### src/rtl/ps2_pkg.sv
// Shared types and constants for the PS/2 keyboard receiver.
// No logic here; consumers import ps2_pkg::*.
package ps2_pkg;

  typedef enum logic [1:0] {
    ST_IDLE,
    ST_DATA,
    ST_PARITY,
    ST_STOP
  } ps2_state_t;

  localparam logic [7:0] PREFIX_EXT = 8'hE0;
  localparam logic [7:0] PREFIX_REL = 8'hF0;
  localparam int         DATA_BITS  = 8;

  // Odd parity: data byte plus parity bit must hold an odd number of ones.
  function automatic logic odd_parity_ok(input logic [7:0] data, input logic par);
    return ^{data, par};
  endfunction

endpackage

### src/rtl/ps2_fall_detect.sv
// Purpose: strobe on a high-to-low transition of the debounced PS/2 clock.
// Latency: strobe is combinational in the cycle the low level is first seen.
// Backpressure: none; free-running edge detector.
module ps2_fall_detect (
  input  logic clk,
  input  logic rst,
  input  logic ps2_clk,
  output logic fall
);

  logic prev;

  // Reset to 1 so a line that is already low does not look like a fall.
  always_ff @(posedge clk) begin
    if (rst) prev <= 1'b1;
    else     prev <= ps2_clk;
  end

  assign fall = prev & ~ps2_clk;

endmodule

### src/rtl/ps2_receiver.sv
// Purpose: decode PS/2 keyboard frames into scan codes with E0/F0 prefix flags.
// Latency: code_valid/parity_err/frame_err pulse one cycle after the stop-bit fall.
// Backpressure: none; the keyboard cannot be stalled, consumers must take each pulse.
module ps2_receiver
  import ps2_pkg::*;
#(
  parameter int TIMEOUT_CYCLES = 50000
) (
  input  logic       clk,
  input  logic       rst,
  input  logic       ps2_clk,
  input  logic       ps2_data,
  output logic [7:0] scan_code,
  output logic       extended,
  output logic       released,   // "release" is a reserved word in SystemVerilog
  output logic       code_valid,
  output logic       parity_err,
  output logic       frame_err
);

  localparam logic [15:0] TO_LAST = 16'(TIMEOUT_CYCLES - 1);

  ps2_state_t  state, state_nxt;
  logic        fall;
  logic [7:0]  shreg;
  logic [2:0]  bit_cnt;
  logic        par_bit;
  logic [15:0] to_cnt;
  logic        ext_flag, rel_flag;
  logic        timeout, byte_done, par_fail, stop_fail;

  ps2_fall_detect u_fall (
    .clk     (clk),
    .rst     (rst),
    .ps2_clk (ps2_clk),
    .fall    (fall)
  );

  always_ff @(posedge clk) begin
    if (rst) state <= ST_IDLE;
    else     state <= state_nxt;
  end

  // A fall always takes priority over an expiring timeout.
  always_comb begin
    state_nxt = state;
    timeout   = 1'b0;
    byte_done = 1'b0;
    par_fail  = 1'b0;
    stop_fail = 1'b0;
    if (fall) begin
      case (state)
        ST_IDLE:   if (!ps2_data) state_nxt = ST_DATA;
        ST_DATA:   if (bit_cnt == 3'(DATA_BITS - 1)) state_nxt = ST_PARITY;
        ST_PARITY: state_nxt = ST_STOP;
        ST_STOP: begin
          state_nxt = ST_IDLE;
          if (!ps2_data)                         stop_fail = 1'b1;
          else if (!odd_parity_ok(shreg, par_bit)) par_fail  = 1'b1;
          else                                   byte_done = 1'b1;
        end
        default:   state_nxt = ST_IDLE;
      endcase
    end else if (state != ST_IDLE && to_cnt == TO_LAST) begin
      timeout   = 1'b1;
      state_nxt = ST_IDLE;
    end
  end

  always_ff @(posedge clk) begin
    if (rst) begin
      shreg      <= '0;
      bit_cnt    <= '0;
      par_bit    <= 1'b0;
      to_cnt     <= '0;
      ext_flag   <= 1'b0;
      rel_flag   <= 1'b0;
      scan_code  <= '0;
      extended   <= 1'b0;
      released   <= 1'b0;
      code_valid <= 1'b0;
      parity_err <= 1'b0;
      frame_err  <= 1'b0;
    end else begin
      code_valid <= 1'b0;
      parity_err <= par_fail;
      frame_err  <= stop_fail | timeout;

      if (fall || timeout || state == ST_IDLE) to_cnt <= '0;
      else                                     to_cnt <= to_cnt + 16'd1;

      if (fall) begin
        case (state)
          ST_IDLE: bit_cnt <= '0;
          ST_DATA: begin
            shreg   <= {ps2_data, shreg[7:1]};
            bit_cnt <= bit_cnt + 3'd1;
          end
          ST_PARITY: par_bit <= ps2_data;
          default: ;
        endcase
      end

      // Prefix flags only survive into the very next good byte.
      if (par_fail || stop_fail || timeout) begin
        ext_flag <= 1'b0;
        rel_flag <= 1'b0;
      end else if (byte_done) begin
        if (shreg == PREFIX_EXT) begin
          ext_flag <= 1'b1;
        end else if (shreg == PREFIX_REL) begin
          rel_flag <= 1'b1;
        end else begin
          scan_code  <= shreg;
          extended   <= ext_flag;
          released   <= rel_flag;
          code_valid <= 1'b1;
          ext_flag   <= 1'b0;
          rel_flag   <= 1'b0;
        end
      end
    end
  end

endmodule

### config.mk
export PLATFORM = sky130hd
export DESIGN_NAME = ps2_receiver
export DESIGN_NICKNAME = d
export VERILOG_FILES = /design/src/rtl/ps2_pkg.sv /design/src/rtl/ps2_fall_detect.sv /design/src/rtl/ps2_receiver.sv
export SDC_FILE = /design/constraint.sdc
export NUM_CORES = 1
export LEC_CHECK = 0
export CAP_MARGIN = 20
export CORE_UTILIZATION = 51
export CTS_CLUSTER_SIZE = 16
export DETAILED_ROUTE_END_ITERATION = 6
export PLACE_DENSITY_LB_ADDON = 0.15
export SLEW_MARGIN = 25
export SYNTH_ARGS = -nofsm -noshare
export SYNTH_HDL_FRONTEND = slang
export SYNTH_SLANG_ARGS = --single-unit
### constraint.sdc
create_clock -name clk -period 1.6 [get_ports clk]
set_input_delay 0.32 -clock clk [delete_from_list [all_inputs] [get_ports clk]]
set_output_delay 0.32 -clock clk [all_outputs]
set_load 0.02 [all_outputs]
==> impl_metrics.py, run 1 <==
metrics = {
    "synthesis": {
        "ys_ff_latch": 46,
        "postSynthCellCount": 223,
        "syn_area_per_cell_um2": 9.08,
        "synthesis.nets": 234,
        "synth.distinct_cells": 35,
        "netlist.area_leader.share_pct": 45.5,
        "synth.largest_area_cell": "dfxtp_1",
        "synth_area_leaders": "dfxtp_1 (45%), nor2_1 (6.9%), mux2i_1 (5.4%), nand2_1 (5.0%), ha_1 (4.3%)",
        "netlist_area_um2": 2020,
        "yosysSeqAreaShare_pct": 45.5,
        "yosys_warnings": 0,
    },
    "setup_path": {
        "worstSetupPathType": "flop to flop",
        "cp_data_arrival_time_ns": 2.00,
        "path_buf_inv": 2,
        "slowest_stage": "xnor3_2",
        "path_cells": "xnor2_2 -> xnor3_2 -> buf_4 -> buf_6 -> xnor2_4 -> a21oi_2 -> nor3_1",
        "cp.required_ns": 1.84,
        "critPathMaxFanout": 4,
        "end_kind": "flop",
        "critPathTopFamily": "XOR/XNOR gates",
        "startpoint_type": "flop",
        "worst_path_largest_cell_delay_ns": 0.48,
    },
    "floorplanning": {
        "fp.dieH_um": 65.0,
        "io_pins": 17,
        "die_w_um": 65.0,
        "initial_core_util_pct": 54.1,
        "core_um2": 3740,
        "fp-row-count": 22,
        "die_area_um2": 4230,
    },
    "sta": {
        "setup_viol": 28,
        "finClkSkew_ns": 0.00733,
        "layout_min_cycle_time_ns": 1.76,
        "finalCritPeriodShare_pct": 110,
        "hold_viol": 0,
        "finalMaxSlewViolations": 0,
        "fin_tns_setup_ns": -2.29,
        "grt_setup_unrepaired": "yes",
        "fmax_ghz": 0.569,
        "worstMarginPinSlew_ns": 0.427,
        "relSlewSlack_pct": 71.2,
        "finalWorstSetupSlack_ns": -0.159,
    },
    "grt": {
        "antenna_found_initial": 0,
        "grt_usage_pct": 23.3,
        "grt_pass1_vias": 1636,
        "grt_max_degree": 16,
        "gr-total-overflow": 0,
        "grt_pass1_wl_um": 7400,
    },
    "final_layout": {
        "post-route-util_pct": 79.1,
        "antenna_cells": 0,
        "nets": 299,
        "syn_to_final_growth_pct": 46.4,
        "final_cell_count_no_fill": 337,
        "final_cell_area_um2": 2960,
        "nFillCells": 250,
        "drive_gt1_share_pct": 35.6,
    },
    "clocking": {
        "cts_tree": "done",
        "clock_latency_ns": 0.31,
        "cts_sinks": 46,
        "hold_buffers": 0,
        "cts_max_path_buffers": 2,
        "htree_levels": 2,
        "root_buffer": "clkbuf_8",
        "cts_buffers": 5,
        "path_clk_slew_ns": 0.09,
    },
    "drt": {
        "firstDrtPassIters": 4,
        "drc": 0,
        "antenna_left": 0,
        "via_per_inst": 5.26,
        "drtIter0Drc": 97,
        "routed_wl_um": 4670,
        "vias": 1771,
        "wl_per_cell_um": 13.8,
    },
    "run_status": {
        "violations": "negative setup slack",
        "status": "finished with violations",
    },
    "placed_design": {
        "place_inst": 321,
        "dp_hpwl_um": 3060,
        "placed_cell_area_um2": 2530,
        "portBuffers": 16,
        "routabilityCongestion": 0.844,
    },
    "pwr": {
        "p_per_area_nw_per_um2": 806,
        "total_power_uw": 2390,
        "leakage_uw": 0.00138,
        "vdd_drop_max_v": 0.000694,
    },
    "flow_run": {
        "cap_violations": 0,
    },
    "min_path": {
        "hold_path.class": "flop to flop",
    },
}
worst register-to-register path: stages (launching register included):
cell and delay [ns]:
dfxtp_4 0.38, xnor2_2 0.14, xnor3_2 0.48, buf_4 0.16
buf_6 0.11, xnor2_4 0.17, a21oi_2 0.08, nor3_1 0.16
area by class of cell:
type	instances	area, um2	area share, %
clock buffers	5	68.8	2.32
clock inverters	3	68.8	2.32
inverters	4	17.5	0.591
multi-input cells	164	1210	40.8
flip-flops and latches	46	938	31.7
well taps	48	60.1	2.03
repair buffers	67	601	20.3
final timing paths:
kind	slack, ns	to	from	cells after the start
worst max-delay path	-0.16	ext_flag	shreg[3]	7
worst min-delay path	0.44	to_cnt[0]	to_cnt[0]	1
worst min register to register	0.44	to_cnt[0]	to_cnt[0]	1
worst max register to register	-0.16	ext_flag	shreg[3]	7
registers in the layout, summed over array words and instances (netlist names):
register and cells:
bit_cnt 3, code_valid 1, ext_flag 1, extended 1
frame_err 1, par_bit 1, parity_err 1, rel_flag 1
released 1, scan_code 8, shreg 8, state 2
to_cnt 16, u_fall.prev 1
kinds of logic (layout without fill, tap and decap cells):
group	Yosys count	in the layout	synth area share (%)
and+or+nand+nor	103	103	24.1
DFF	46	46	45.5
AOI/OAI and AO/OA	21	21	5.93
xor gates and xnor gates	21	21	11.2
buffers and inverters	13	79	2.84
muxes	12	12	6.12
adders and majority gates	7	7	4.33
metal layers:
metal	vias up	routed length (um)	track usage, %	share of wire [%]
met5	-	0	0	0
met4	0	104	6.67	2.2
met3	9	133	5.81	2.9
met2	32	2180	37.5	47
met1	836	2250	30.5	48
li1	894	-	-	-
synthesized netlist by cell type (all sizes together):
master,n
a211oi,3
a21oi,13
a22oi,2
a31oi,2
and2,1
and3,4
and4,2
and4b,1
buf,2
clkbuf,7
dfxtp,46
ha,7
inv,4
mux2i,12
nand2,27
nand2b,1
nand3,6
nand4,6
nand4b,1
nor2,37
nor2b,1
nor3,7
nor3b,2
nor4,3
nor4b,1
nor4bb,1
o21ai,1
or2,1
or3,1
xnor2,8
xnor3,2
xor2,10
xor3,1
repair_timing:
action | 4_1_cts | 5_1_grt
buffers inserted | 1 | 7
pin swaps | 8 | 17
endpoints found under the setup margin | 31 | 41
resized for setup | 18 | 46
power by group:
group / leakage [uW] / internal (uW) / switching, uW / total, uW
logic: 0.000932 / 97.1 / 94.9 / 192
registers: 0.000377 / 1150 / 6.84 / 1160
clock network: 0.0000683 / 626 / 411 / 1040
layout by cell type, fill, tap and decap left out, drive strengths merged, types with 6 or more instances in the layout:
| cell type | instances |
|---|---|
| a21oi | 13 |
| buf | 51 |
| clkdlybuf4s50 | 7 |
| dfxtp | 46 |
| dlymetal6s2s | 8 |
| ha | 7 |
| mux2i | 12 |
| nand2 | 27 |
| nand3 | 6 |
| nand4 | 6 |
| nor2 | 37 |
| nor3 | 7 |
| xnor2 | 8 |
| xor2 | 10 |
stage by stage:
step	setup WS (ns)	hold slack [ns]
6_report	-0.159	0.439
5_1_grt	-0.228	0.461
4_1_cts	-0.125	0.467
3_5_place_dp	-0.628	0.447
3_3_place_gp	-0.582	0.441
2_1_floorplan	-0.0868	0.426
No activity file was read; power rests on OpenSTA's default activity.
==> inputs of run 2 (changes only) <==
--- a/config.mk
+++ b/config.mk
@@ -6,6 +6,7 @@
 export NUM_CORES = 1
 export LEC_CHECK = 0
 export CAP_MARGIN = 20
+export CORE_MARGIN = 5
 export CORE_UTILIZATION = 51
 export CTS_CLUSTER_SIZE = 16
 export DETAILED_ROUTE_END_ITERATION = 6
==> run 2 against run 1 <==
Effect of this change:
- the flow still finishes with violations (negative setup slack)
- power fell by 17%
- critical path depth fell by 1
- critical path type unchanged
- clock power fell by 36%
- first-iteration DRC count rose by 15%
- utilization fell by 9.2 points
- sequential cell count did not move
- register-to-register slack improved by 0.03 ns
- critical endpoint is now scan_code[1]
==> impl_metrics.py, run 2 (synthesis gave the netlist of run 1 again) <==
metrics = {
    "drt": {
        "drtIter0Drc": 112,
        "antenna_left": 0,
        "firstDrtPassIters": 4,
        "via_per_inst": 5.10,
        "routed_wl_um": 4330,
        "wl_per_cell_um": 13.3,
        "vias": 1661,
        "drc": 0,
    },
    "setup_path": {
        "regToRegEndpoint": "scan_code[1]",
        "ff2ff_path_depth": 6,
        "cp.required_ns": 1.79,
        "critPathMaxFanout": 4,
        "worstSetupPathType": "flop to flop",
        "r2r-start": "shreg[4]",
        "cp_data_arrival_time_ns": 1.92,
        "end_kind": "flop",
        "startpoint_type": "flop",
        "ff2ff_setup_slack_ns": -0.13,
    },
    "sta": {
        "setup_viol": 13,
        "worstMarginPinSlew_ns": 0.373,
        "relSlewSlack_pct": 74.9,
        "finalWorstSetupSlack_ns": -0.128,
        "fmax_ghz": 0.579,
        "finClkSkew_ns": 0.00651,
        "grt_setup_unrepaired": "yes",
        "fin_tns_setup_ns": -1.07,
        "layout_min_cycle_time_ns": 1.73,
        "finalMaxSlewViolations": 0,
        "finalCritPeriodShare_pct": 108,
        "hold_viol": 0,
    },
    "grt": {
        "grt_max_degree": 14,
        "gr-total-overflow": 0,
        "grt_pass1_vias": 1491,
        "grt_usage_pct": 16.9,
        "grt_pass1_wl_um": 6860,
        "antenna_found_initial": 0,
    },
    "placed_design": {
        "placed_cell_area_um2": 2500,
        "place_inst": 317,
        "portBuffers": 16,
        "routabilityCongestion": 0.779,
        "dp_hpwl_um": 2990,
    },
    "final_layout": {
        "final_cell_count_no_fill": 326,
        "largest_reg_flops": 16,
        "post-route-util_pct": 69.9,
        "top_regs": "to_cnt x16, scan_code x8, shreg x8",
        "final_cell_mix": "nor2_1 (36), dfxtp_1 (35), buf_4 (34), nand2_1 (27), a21oi_1 (13)",
        "layout_commonest_cell": "nor2_1",
        "antenna_cells": 0,
        "nFillCells": 319,
        "final_cell_area_um2": 2740,
        "regMostFlops": "to_cnt",
        "drive_gt1_share_pct": 27.2,
        "syn_to_final_growth_pct": 35.2,
        "nets": 287,
    },
    "clocking": {
        "cts_max_path_buffers": 2,
        "htree_levels": 2,
        "root_buffer": "clkbuf_8",
        "cts_tree": "done",
        "cts_sinks": 46,
        "clock_latency_ns": 0.30,
        "cts_buffers": 5,
        "path_clk_slew_ns": 0.08,
    },
    "pwr": {
        "p_per_area_nw_per_um2": 723,
        "vdd_drop_max_v": 0.000476,
        "power.internal_uw": 1520,
        "p_comb_share_pct": 7.6,
        "clockPowerShare_pct": 33.8,
        "p_sw_uw": 458,
        "seq_power_share_pct": 58.6,
        "p_sw_share_pct": 23.2,
        "leakage_uw": 0.00123,
    },
    "floorplanning": {
        "initial_core_util_pct": 51.7,
        "die_area_um2": 5330,
        "die_w_um": 73.0,
        "io_pins": 17,
        "fp-row-count": 23,
        "core_um2": 3910,
        "fp.dieH_um": 73.0,
    },
    "min_path": {
        "min-delay-start": "to_cnt[0]",
        "hold_path.class": "flop to flop",
        "hold_end": "to_cnt[0]",
        "hold_depth": 1,
    },
    "run_status": {
        "status": "finished with violations",
        "violations": "negative setup slack",
    },
    "flow_run": {
        "cap_violations": 0,
    },
}
[run 2: cell count changes in the layout (fill, tap and decap cells not counted), moves of 2 or more]
cell and delta:
dlymetal6s2s_1 -2, nor2_1 +6, nand2_1 +2, nor2_4 -4, clkinv_2 +2, buf_4 -10
a21oi_2 -3, inv_1 +2, bufinv_16 -2, nor2_2 -2, clkdlybuf4s50_1 +3, nand2_2 -2
a21oi_1 +3
[run 2: routing by layer]
metal / GRT usage (%) / wire length [um] / up-vias
met3: 4.96 / 188 / 5
met1: 23.1 / 2130 / 753
li1: - / - / 873
met4: 7.38 / 66 / 0
met2: 24.7 / 1940 / 30
met5: 0 / 0 / -
[run 2: area by class of cell]
type	count	area, um2	share of cell area (%)
multi-input cells	164	1150	42.0
clock inverters	2	10.0	0.366
inverters	4	15.0	0.548
well taps	50	62.6	2.29
repair buffers	55	495	18.1
clock buffers	5	68.8	2.51
flip-flops and latches	46	937	34.2
[run 2: how the worst max path moves through the flow]
stage	slack (ns)	endpoint	start	depth (start not counted)
after floorplan	-0.09	extended	shreg[4]	6
after global placement	-0.35	extended	ps2_clk	7
after detailed placement	-0.39	scan_code[1]	ps2_clk	7
after CTS	-0.14	scan_code[1]	shreg[4]	6
after global routing	-0.26	scan_code[5]	state[0]	7
final	-0.13	scan_code[1]	shreg[4]	6
[run 2: through the flow]
stage,total power (uW),setup WS [ns],hold slack [ns]
2_1_floorplan,1250,-0.0868,0.426
3_3_place_gp,1320,-0.345,0.444
3_5_place_dp,1320,-0.395,0.491
4_1_cts,2000,-0.136,0.511
5_1_grt,2070,-0.256,0.476
6_report,1980,-0.128,0.457
[run 2: worst max-delay path, stage by stage (launching register included)]
cell	delay (ns)
dfxtp_2	0.34
xnor2_2	0.15
xnor3_2	0.46
mux2i_2	0.23
buf_4	0.19
mux2i_1	0.20
nor2_1	0.05
[run 2: what timing repair did]
item,4_1_cts,5_1_grt
endpoints found under the setup margin,22,37
setup buffers,0,2
pin swaps,2,8
gates resized for setup,9,29
hold buffers,0,0
[run 2: power groups by stage]
stage	logic, uW	registers [uW]	clock network (uW)
after CTS	138	1160	700
after detailed placement	137	1190	0
final	151	1160	668
after global placement	135	1190	0
after floorplan	69.2	1180	0
after global routing	167	1160	742
